[src/rtl/pit_scheduler.sv]
// rtl/pit_scheduler.sv - round-robin arbiter that lends one programmable interval timer to four clients
// A granted client's 16-bit delay is loaded into the timer, armed, and run to expiry before the next grant.
module pit_scheduler #(
  parameter int ARM_TIMEOUT = 15
) (
  input  logic        clk,
  input  logic        rst_n,
  input  logic [3:0]  req_valid,
  input  logic [63:0] req_count,
  output logic [3:0]  req_ready,
  output logic [3:0]  done,
  output logic        done_err,
  output logic        busy,
  output logic [1:0]  active_id,
  output logic        pit_write_enable,
  output logic [7:0]  pit_counter_high,
  output logic [7:0]  pit_counter_low,
  output logic        pit_repeating,
  output logic        pit_divider_on,
  input  logic        pit_counter_set,
  input  logic        pit_interrupting
);

  localparam int AW = (ARM_TIMEOUT > 1) ? $clog2(ARM_TIMEOUT) : 1;

  typedef enum logic [2:0] {S_IDLE, S_LOAD, S_ARM, S_RUN, S_DONE} state_t;

  state_t         state;
  state_t         state_nxt;
  logic [15:0]    count;
  logic [1:0]     last_grant;
  logic           err;
  logic [AW-1:0]  arm_cnt;
  logic           arm_expired;
  logic           grant_any;
  logic [1:0]     grant_id;
  logic [1:0]     idx;
  logic [15:0]    grant_count;

  // Search starts just past the previous owner so every client gets a turn.
  always_comb begin
    grant_any = 1'b0;
    grant_id  = last_grant;
    idx       = last_grant;
    for (int k = 0; k < 4; k++) begin
      idx = last_grant + 2'(k + 1);
      if (!grant_any && req_valid[idx]) begin
        grant_any = 1'b1;
        grant_id  = idx;
      end
    end
  end

  assign grant_count = req_count[{grant_id, 4'b0000} +: 16];
  assign arm_expired = (arm_cnt == AW'(ARM_TIMEOUT - 1));

  always_ff @(posedge clk or negedge rst_n) begin
    if (!rst_n) state <= S_IDLE;
    else        state <= state_nxt;
  end

  always_comb begin
    state_nxt        = state;
    req_ready        = 4'b0000;
    done             = 4'b0000;
    done_err         = 1'b0;
    pit_write_enable = 1'b0;
    case (state)
      S_IDLE: begin
        if (grant_any) begin
          req_ready = 4'b0001 << grant_id;
          state_nxt = (grant_count == 16'd0) ? S_DONE : S_LOAD;
        end
      end
      S_LOAD: begin
        pit_write_enable = 1'b1;
        state_nxt        = S_ARM;
      end
      S_ARM: begin
        if (pit_counter_set)  state_nxt = S_RUN;
        else if (arm_expired) state_nxt = S_DONE;
      end
      S_RUN: begin
        if (pit_interrupting) state_nxt = S_DONE;
      end
      S_DONE: begin
        done      = 4'b0001 << active_id;
        done_err  = err;
        state_nxt = S_IDLE;
      end
      default: state_nxt = S_IDLE;
    endcase
    // The grant path is combinational, so it must be silenced while reset is held.
    if (!rst_n) req_ready = 4'b0000;
  end

  always_ff @(posedge clk or negedge rst_n) begin
    if (!rst_n) begin
      count      <= 16'd0;
      active_id  <= 2'd0;
      last_grant <= 2'd3;
      err        <= 1'b0;
      arm_cnt    <= '0;
    end else begin
      case (state)
        S_IDLE: begin
          if (grant_any) begin
            count     <= grant_count;
            active_id <= grant_id;
          end
        end
        S_LOAD: arm_cnt <= '0;
        S_ARM: begin
          if (!pit_counter_set) begin
            if (arm_expired) err <= 1'b1;
            else             arm_cnt <= arm_cnt + AW'(1);
          end
        end
        S_DONE: begin
          last_grant <= active_id;
          err        <= 1'b0;
        end
        default: ;
      endcase
    end
  end

  assign busy             = (state != S_IDLE);
  assign pit_counter_high = count[15:8];
  assign pit_counter_low  = count[7:0];
  assign pit_repeating    = 1'b0;
  assign pit_divider_on   = 1'b0;

endmodule
[config.mk]
export PLATFORM = sky130hd
export DESIGN_NAME = pit_scheduler
export DESIGN_NICKNAME = d
export VERILOG_FILES = /design/src/rtl/pit_scheduler.sv
export SDC_FILE = /design/constraint.sdc
export NUM_CORES = 1
export LEC_CHECK = 0
export CAP_MARGIN = 15
export CORE_AREA = 2 2 72 74
export DETAILED_ROUTE_END_ITERATION = 12
export DIE_AREA = 0 0 74 76
export GPL_ROUTABILITY_DRIVEN = 0
export PLACE_DENSITY = 0.76
export SETUP_SLACK_MARGIN = 0.5
export SLEW_MARGIN = 20
export SYNTH_ARGS = -nofsm -noshare
export SYNTH_HDL_FRONTEND = slang
export SYNTH_SLANG_ARGS = --single-unit
[constraint.sdc]
create_clock -name clk -period 3.2 [get_ports clk]
set_input_delay 0.48 -clock clk [delete_from_list [all_inputs] [get_ports clk]]
set_output_delay 0.48 -clock clk [all_outputs]
set_load 0.005 [all_outputs]
==> results of run 1 <==
-- routing by layer --
layer,vias up,track usage [%],wire length (um)
met3,7,3.968,356
met5,-,0,0
met1,822,26.29,2154
li1,827,-,-
met2,77,29.02,2668
met4,0,7.455,85
-- placed cells by master, fill, tap and decap left out, drive strengths merged, types with 4 or more instances in the layout --
cell type,synthesis,layout
nor3,4,4
inv,9,9
mux4,16,16
nand3,6,6
o21ai,12,12
clkbuf,5,4
clkdlybuf4s50,0,94
nor4,5,5
mux2,16,16
buf,3,20
nand2,13,14
dfrtp,26,26
nor2,11,11
-- registers in the layout, summed over array words and instances, names as in the netlist --
register / count
active_id: 2
arm_cnt: 4
count: 16
err: 1
last_grant: 2
state: 3
-- stage by stage --
step	instances	worst slack [ns]
final	342	0.5202
after global routing	342	0.4310
after detailed placement	325	-0.03252
after floorplan	155	0.7899
after CTS	335	0.5065
after global placement	325	0.06710
-- critical path: cells and delay by family, from the launching register on --
family	cells	cell delay, ns
flops	1	0.66
simple gates	4	0.57
mux	1	0.47
buf+inv	3	0.45
compound gates	2	0.43
-- layout make-up --
| class | instances | area share, % |
|---|---|---|
| Multi-Input combinational cell | 111 | 35.22 |
| Clock buffer | 4 | 1.725 |
| Inverter | 9 | 1.059 |
| Timing Repair Buffer | 120 | 37.22 |
| Tap cell | 70 | 2.745 |
| Sequential cell | 28 | 22.04 |
-- path summary, 6_finish.rpt --
kind	from	to	depth (start not counted)
min reg2reg	last_grant[0]	last_grant[0]	2
max reg2reg	last_grant[1]	state[0]	10
max in group asynchronous	rst_n	last_grant[0]	2
max	last_grant[1]	state[0]	10
min	rst_n	count[3]	1
min in group clk	last_grant[0]	last_grant[0]	2
-- logic make-up after synthesis --
group	after synthesis	synth area share [%]
AO/OA/AOI/OAI	23	8.787
XOR/XNOR	1	0.4882
adder cells (fa/ha/maj)	2	1.394
buffers and inverters	17	4.393
flip-flops	28	39.19
multiplexers	32	31.17
other	1	0.2090
AND/OR/NAND/NOR	50	14.37
-- report_power, final --
part	switching [mW]	total, mW	internal (mW)
sequential	0.159	0.692	0.532
combinational	0.619	1.55	0.932
clock	0.107	0.217	0.110
total	0.885	2.46	1.57
-- timing repair --
action,in CTS,in global routing
hold endpoints to repair,0,0
endpoints found under the setup margin,6,6
resized for setup,10,15
buffers inserted,6,6
pin swaps,6,8
cloned,0,1
==> impl_metrics.json, run 1 <==
{
  "run_status": "finished clean",
  "antenna_found_initial": 0,
  "start_util_pct": 36.53,
  "globalRouteTotalUtil_pct": 18.99,
  "synth_edf_count": 0,
  "crit_required_ns": 3.37,
  "holdWs_ns": 0.4594,
  "regArea_um2": 703.2,
  "fp.dieW_um": 74,
  "drt-initial-drc-count": 129,
  "finalHoldViolCount": 0,
  "cpMostUsedCell": "buf_12",
  "syn_inst": 154,
  "yosys_warnings": 0,
  "endpoint_kind": "flop",
  "synthArstFlopShare_pct": 100.0,
  "crit_path_max_incr_delay_ns": 0.66,
  "final_net_count": 347,
  "grt_pass1_wl_mm": 8.121,
  "wl_per_cell_um": 15.39,
  "pin_count": 103,
  "max-clock-path-buffers": 2,
  "post-route-min-period_ns": 2.680,
  "total_leakage_power_nw": 1.314,
  "numCtsBuffers": 3,
  "syn-cell-area_mm2": 0.001794,
  "worst-setup-path-type": "reg2reg",
  "grt_overflow_total": 0,
  "synth_flop_cell": "dfrtp_1",
  "die_area_mm2": 0.005624,
  "multiInputGateArea_mm2": 0.001124,
  "fmax_mhz": 373.2,
  "clock-sinks": 28,
  "grt_max_degree": 16,
  "vias_per_cell": 5.067,
  "vias": 1733,
  "core_mm2": 0.004912,
  "diodes": 0,
  "synth_top_area_share_pct": 36.26,
  "worst_clock_skew_ns": 0.003255,
  "clk_latency_ns": 0.28,
  "yosysSeqAreaShare_pct": 39.19,
  "io_buffers": 100,
  "row_count": 26,
  "cp.arrival_ns": 2.85,
  "synth.avg_cell_area_um2": 11.65,
  "synth_area_leader_cell": "dfrtp_1",
  "tns_ns": 0,
  "grt_pass1_vias": 1735,
  "crit_path_start_kind": "flop",
  "drc_errors": 0,
  "antenna_left": 0,
  "yosys_register_bits": 28,
  "root_buffer": "clkbuf_8",
  "maxCapViolCount": 0,
  "dpl.hpwl_mm": 3.917,
  "cpMaxStageDelayCell": "dfstp_2",
  "first_pass_iters": 4,
  "setup_viol": 0,
  "drv_slew": 0,
  "powerDensity_mw_per_mm2": 770.8,
  "finalPower_mw": 2.459,
  "synth_most_common_cell": "dfrtp_1",
  "min_period_over_period_pct": 83.74,
  "fin_util_pct": 64.95,
  "clk_pin_slew_ns": 0.09,
  "hold_buffers": 0,
  "ys_top_cells_by_area": "dfrtp_1, mux4_2, mux2_2, mux4_1, o21ai_0",
  "cts_tree": "built",
  "h-tree-depth": 1,
  "critPathMaxFanout": 7,
  "ys_types": 36,
  "hp-class": "in2async",
  "syn_to_final_growth_pct": 77.82,
  "die_height_um": 76,
  "ir_worst_vdd_uv": 385.2,
  "path_cells": "buf_6 > nor3_4 > a31oi_4 > buf_12 > nand2_8 > buf_12 > mux4_2 > nor4_4 > nand4_1 > a32o_2",
  "wl_mm": 5.264,
  "final_cell_area_mm2": 0.003191,
  "synthTopCellsByCount": "dfrtp_1, mux2_2",
  "rsz0062_at_grt": "yes",
  "n_fill_cell": 382,
  "drive_gt1_share_pct": 25.37,
  "dpl-instance-area_mm2": 0.002910,
  "r2r_setup_slack_ns": 0.52
}
(Power assumes the default switching activity.)
==> run 2: changes to the inputs <==
==> constraint.sdc (replaced) <==
create_clock -name clk -period 2.55 [get_ports clk]
set_input_delay 0.3825 -clock clk [delete_from_list [all_inputs] [get_ports clk]]
set_output_delay 0.3825 -clock clk [all_outputs]
set_load 0.005 [all_outputs]
==> impl_metrics.json, run 2 (synthesis gave the netlist of run 1 again) <==
{
  "run_status": "finished with violations",
  "violations": "setup timing",
  "finalPower_mw": 3.546,
  "largest-register": "count",
  "worst_clock_skew_ns": 0.01240,
  "powerDensity_mw_per_mm2": 1043,
  "core_mm2": 0.004912,
  "largestRegisters": "count: 16 flops, arm_cnt: 4 flops, state: 3 flops",
  "maxCapViolCount": 0,
  "grt_pass1_wl_mm": 9.190,
  "grt_overflow_total": 0,
  "hp-class": "in2async",
  "globalRouteTotalUtil_pct": 21.57,
  "crit_path_start_kind": "flop",
  "grt.busiest_layer": "met2",
  "vias_per_cell": 5.060,
  "rsz0062_at_grt": "yes",
  "max-clock-path-buffers": 2,
  "critPathMaxFanout": 6,
  "dpl.hpwl_mm": 4.147,
  "tns_ns": -0.05482,
  "wl_per_cell_um": 16.19,
  "syn_to_final_growth_pct": 89.54,
  "h-tree-depth": 1,
  "met1_usage_pct": 25.72,
  "fmax_mhz": 388.5,
  "pin_count": 103,
  "start_util_pct": 36.53,
  "path_cells": "nand2_2 > buf_6 > a21oi_4 > a221oi_4 > buf_6 > buf_4 > buf_4 > buf_6 > buf_4 > nor2_1 > buf_2",
  "cts_tree": "built",
  "crit_required_ns": 2.17,
  "final_cells": 364,
  "cpMaxStageDelayCell": "dfstp_2",
  "io_buffers": 100,
  "root_buffer": "clkbuf_8",
  "cp.buffers_inverters": 7,
  "post-route-min-period_ns": 2.574,
  "finalHoldViolCount": 0,
  "first_pass_iters": 4,
  "diodes": 0,
  "cp.arrival_ns": 2.19,
  "drive_gt1_share_pct": 35.37,
  "fp.dieW_um": 74,
  "grt_pass1_vias": 1924,
  "drv_slew": 0,
  "row_count": 26,
  "numCtsBuffers": 3,
  "drt-initial-drc-count": 94,
  "endpoint_kind": "output port",
  "grt_max_degree": 21,
  "wl_mm": 5.893,
  "final_cell_mix": "clkdlybuf4s50_1, buf_4, dfrtp_1",
  "cp_top_family": "buffers and inverters",
  "largest_reg_flops": 16,
  "drc_errors": 0,
  "pre_cts_slack_ns": -0.5407,
  "vias": 1842,
  "use_met2_pct": 36.79,
  "setup_viol": 3,
  "setup_slack_ns": -0.02426,
  "worst-setup-path-type": "reg2out",
  "antenna_found_initial": 0,
  "final_net_count": 369,
  "grt.met3_usage_pct": 5.952,
  "final_common_cell": "clkdlybuf4s50_1",
  "total_leakage_power_nw": 1.423,
  "ir_worst_vdd_uv": 564.6,
  "crit_path_max_incr_delay_ns": 0.62,
  "min_period_over_period_pct": 101.0,
  "clk_latency_ns": 0.29,
  "antenna_left": 0,
  "place_inst": 333,
  "clock-sinks": 28,
  "die_area_mm2": 0.005624,
  "clk_pin_slew_ns": 0.10,
  "die_height_um": 76
}
run 2: area by class of cell:
| cell class | instances | area, um^2 |
|---|---|---|
| sequential | 28 | 703.2 |
| multi-input combinational | 111 | 1161 |
| clock inverter | 1 | 30.03 |
| timing repair buffer | 142 | 1344 |
| tap | 70 | 87.58 |
| inverter | 9 | 33.78 |
| clock buffer | 3 | 41.29 |
| fill | 347 | 1511 |
run 2: worst paths after layout:
check,from,end,slack (ns),cells after the start
worst min-delay path,rst_n,count[15],0.50,2
worst max register to register,last_grant[1],state[0],-0.01,10
min in group clk,last_grant[0],last_grant[0],0.51,2
max in group asynchronous,rst_n,last_grant[0],1.70,2
worst max-delay path,last_grant[1],req_ready[3],-0.02,11
worst min register to register,last_grant[0],last_grant[0],0.51,2
run 2: worst reg2reg max path: stages, from the launching register on:
cell	delay [ns]
dfstp_2	0.62
nand2b_4	0.16
a21oi_4	0.05
a221oi_4	0.27
buf_6	0.17
buf_6	0.11
buf_6	0.08
mux4_2	0.30
nor4_2	0.27
nand4_1	0.16
a32o_2	0.27
run 2: power by group:
| part | switching [mW] | leakage (nW) | internal (mW) | total (mW) |
|---|---|---|---|---|
| sequential | 0.185 | 0.334 | 0.667 | 0.852 |
| combinational | 0.912 | 1.05 | 1.42 | 2.33 |
| clock | 0.149 | 0.0357 | 0.211 | 0.359 |
| total | 1.25 | 1.42 | 2.30 | 3.55 |
run 2: per-layer routing:
layer / wire length (um) / vias up
li1: - / 856
met1: 2237 / 903
met2: 3138 / 74
met3: 386 / 9
met4: 130 / 0
met5: 0 / -
run 2: metrics by stage:
stage	hold WS, ns	util [%]	area (um^2)
floorplan	0.08691	-	1812
global placement	0.4761	60.57	2975
detailed placement	0.4734	60.57	2975
CTS	0.4924	66.79	3281
global route	0.5165	69.23	3401
finish	0.4970	69.23	3401
run 2: what timing repair did:
action / CTS / global route
gates resized for setup: 53 / 15
buffers inserted: 15 / 10
pin swaps: 10 / 7
setup endpoints to repair: 27 / 27
hold buffers: 0 / 0
gates cloned: 2 / 0
==> run 3: changes to the inputs <==
--- a/config.mk
+++ b/config.mk
@@ -5,12 +5,14 @@
 export SDC_FILE = /design/constraint.sdc
 export NUM_CORES = 1
 export LEC_CHECK = 0
+export ABC_AREA = 1
 export CAP_MARGIN = 15
-export CORE_AREA = 2 2 72 74
+export CORE_AREA = 4 4 79 81
 export DETAILED_ROUTE_END_ITERATION = 12
-export DIE_AREA = 0 0 74 76
+export DIE_AREA = 0 0 83 85
 export GPL_ROUTABILITY_DRIVEN = 0
-export PLACE_DENSITY = 0.76
+export MAX_ROUTING_LAYER = met4
+export PLACE_DENSITY = 0.77
 export SETUP_SLACK_MARGIN = 0.5
 export SLEW_MARGIN = 20
 export SYNTH_ARGS = -nofsm -noshare
==> impl_metrics.json, run 3 <==
{
  "largest_reg_flops": 16,
  "synth_adder_area_share_pct": 1.070,
  "violations": "setup timing",
  "drive_gt1_share_pct": 25.91,
  "io_buffers": 100,
  "diodes": 0,
  "critPathMaxFanout": 7,
  "largest-register": "count",
  "max-clock-path-buffers": 2,
  "synth_compound_area_share_pct": 8.775,
  "final_cell_mix": "nand2_1, clkdlybuf4s50_1, buf_4",
  "maxCapViolCount": 0,
  "worst_clock_skew_ns": 0.004809,
  "pin_count": 103,
  "rr_worst_depth": 21,
  "setup_viol": 5,
  "antenna_found_initial": 0,
  "fin_util_pct": 77.25,
  "final_net_count": 569,
  "worst-setup-path-type": "reg2out",
  "synth-simple-area-share_pct": 50.51,
  "crit_required_ns": 2.17,
  "ir_worst_vdd_uv": 1147,
  "final_common_cell": "nand2_1",
  "yosys_register_bits": 28,
  "largestRegisters": "count: 16 flops, arm_cnt: 4 flops, state: 3 flops",
  "syn_to_final_growth_pct": 80.79,
  "syn-cell-area_mm2": 0.002338,
  "clk_latency_ns": 0.28,
  "grt_max_degree": 27,
  "rsz0062_at_grt": "yes",
  "final_cells": 566,
  "root_buffer": "clkbuf_8",
  "setup_slack_ns": -0.1062,
  "core_mm2": 0.005473,
  "start_util_pct": 42.73,
  "wl_mm": 8.415,
  "crit_path_start_kind": "flop",
  "synth_top_family_by_area": "simple AND/OR/NAND/NOR gates",
  "reg2reg_from": "last_grant[0]",
  "yosysSeqAreaShare_pct": 30.07,
  "run_status": "finished with violations",
  "clk_pin_slew_ns": 0.10,
  "post-route-min-period_ns": 2.656,
  "synth_flop_cell": "dfrtp_1",
  "yosys_warnings": 0,
  "first_pass_iters": 4,
  "synth_mux_area_share_pct": 0,
  "grt_pass1_wl_mm": 12.68,
  "numCtsBuffers": 3,
  "crit_path_end": "req_ready[0]",
  "drv_slew": 0,
  "hold_buffers": 0,
  "total_leakage_power_nw": 1.984,
  "wl_per_cell_um": 14.87,
  "hp-class": "in2async",
  "place_inst": 543,
  "pre_cts_slack_ns": -0.2569,
  "die_area_mm2": 0.007055,
  "ys_top_cells_by_area": "dfrtp_1, nand2_1, nor2_1, nand3_1, a31oi_1",
  "synthXorXnorAreaFrac_pct": 0,
  "reg2reg_to": "state[2]",
  "h-tree-depth": 1,
  "vias_per_cell": 5.034,
  "row_count": 27,
  "synth_top_area_share_pct": 27.82,
  "powerDensity_mw_per_mm2": 1620,
  "vias": 2849,
  "grt_pass1_vias": 2790,
  "synth_edf_count": 0,
  "synthArstFlopShare_pct": 100.0,
  "endpoint_kind": "output port",
  "clock-sinks": 28,
  "synthTopCellsByCount": "nand2_1, nor2_1, dfrtp_1, inv_1, nand3_1",
  "synth_area_leader_cell": "dfrtp_1",
  "cp.arrival_ns": 2.27,
  "cts_tree": "built",
  "dpl.hpwl_mm": 5.568,
  "synth_most_common_cell": "nand2_1",
  "ys_types": 33,
  "syn_inst": 359,
  "worstSetupStartpoint": "last_grant[0]",
  "drt-initial-drc-count": 108,
  "fp.dieW_um": 83,
  "fmax_mhz": 376.5,
  "antenna_left": 0,
  "min_period_over_period_pct": 104.2,
  "globalRouteTotalUtil_pct": 22.30,
  "r2r_setup_slack_ns": -0.04,
  "grt_overflow_total": 0,
  "finalHoldViolCount": 0,
  "die_height_um": 85,
  "drc_errors": 0,
  "synth.avg_cell_area_um2": 6.514
}
[run 3: power by group]
group / switching [mW] / total, mW / internal (mW)
logic: 3.05 / 5.68 / 2.62
clock network: 0.147 / 0.260 / 0.112
registers: 0.234 / 0.911 / 0.677
total: 3.44 / 6.85 / 3.41
[run 3: worst max-delay path, cell delays in order, from the launching register on]
cell and delay [ns]:
dfstp_2 0.60, buf_12 0.12, inv_8 0.04, nand2_4 0.05
nand2_4 0.07, nand2_4 0.09, nand2_4 0.08, inv_8 0.08
nand2_4 0.05, a2111oi_4 0.29, inv_1 0.12, nand2_4 0.11
inv_4 0.05, nand4_1 0.06, inv_1 0.05, buf_2 0.12
[run 3: worst min-delay path by stage]
| stage | startpoint | endpoint | slack, ns | cells after the start |
|---|---|---|---|---|
| global placement | arm_cnt[0] | arm_cnt[0] | 0.49 | 1 |
| detailed placement | arm_cnt[0] | arm_cnt[0] | 0.50 | 1 |
| global route | rst_n | count[3] | 0.53 | 2 |
| floorplan | rst_n | active_id[0] | 0.09 | 0 |
| CTS | rst_n | count[0] | 0.49 | 2 |
| finish | rst_n | count[5] | 0.50 | 2 |
[run 3: repair_timing]
item | in CTS | in global routing
cloned | 4 | 2
endpoints found under the setup margin | 28 | 27
gates resized for setup | 78 | 33
pin swaps | 20 | 20
hold endpoints to repair | 0 | 0
setup buffers | 7 | 6
[run 3: cells by family after synthesis]
family          Yosys count
simple gates            253
buf+inv                  41
compound gates           34
flops                    28
fa+ha+maj                 2
other cells               1
[run 3: through the flow]
stage	setup TNS [ns]	cell area (um^2)	power [mW]	hold slack, ns
global route	-0.9486	4228	7.370	0.5304
CTS	-0.008449	3994	6.186	0.4941
finish	-0.4021	4228	6.850	0.5037
floorplan	0	2396	3.623	0.08691
global placement	-0.7811	3576	4.832	0.4917
detailed placement	-1.357	3576	4.925	0.5021
[run 3: layout make-up]
| type | instances | area [um^2] |
|---|---|---|
| tap | 72 | 90.09 |
| inverter | 28 | 125.1 |
| fill | 396 | 1245 |
| clock buffer | 4 | 45.04 |
| sequential | 28 | 704.4 |
| timing repair buffer | 143 | 1510 |
| multi-input combinational | 291 | 1753 |
[run 3: metal layers]
| metal | GRT usage [%] | wire length, um | up-vias | part of all wire [%] |
|---|---|---|---|---|
| li1 | - | - | 1419 | - |
| met1 | 25.03 | 3491 | 1302 | 41 |
| met2 | 40.45 | 4339 | 106 | 52 |
| met3 | 4.078 | 384 | 22 | 4.6 |
| met4 | 6.389 | 200 | 0 | 2.4 |
| met5 | - | 0 | - | 0 |
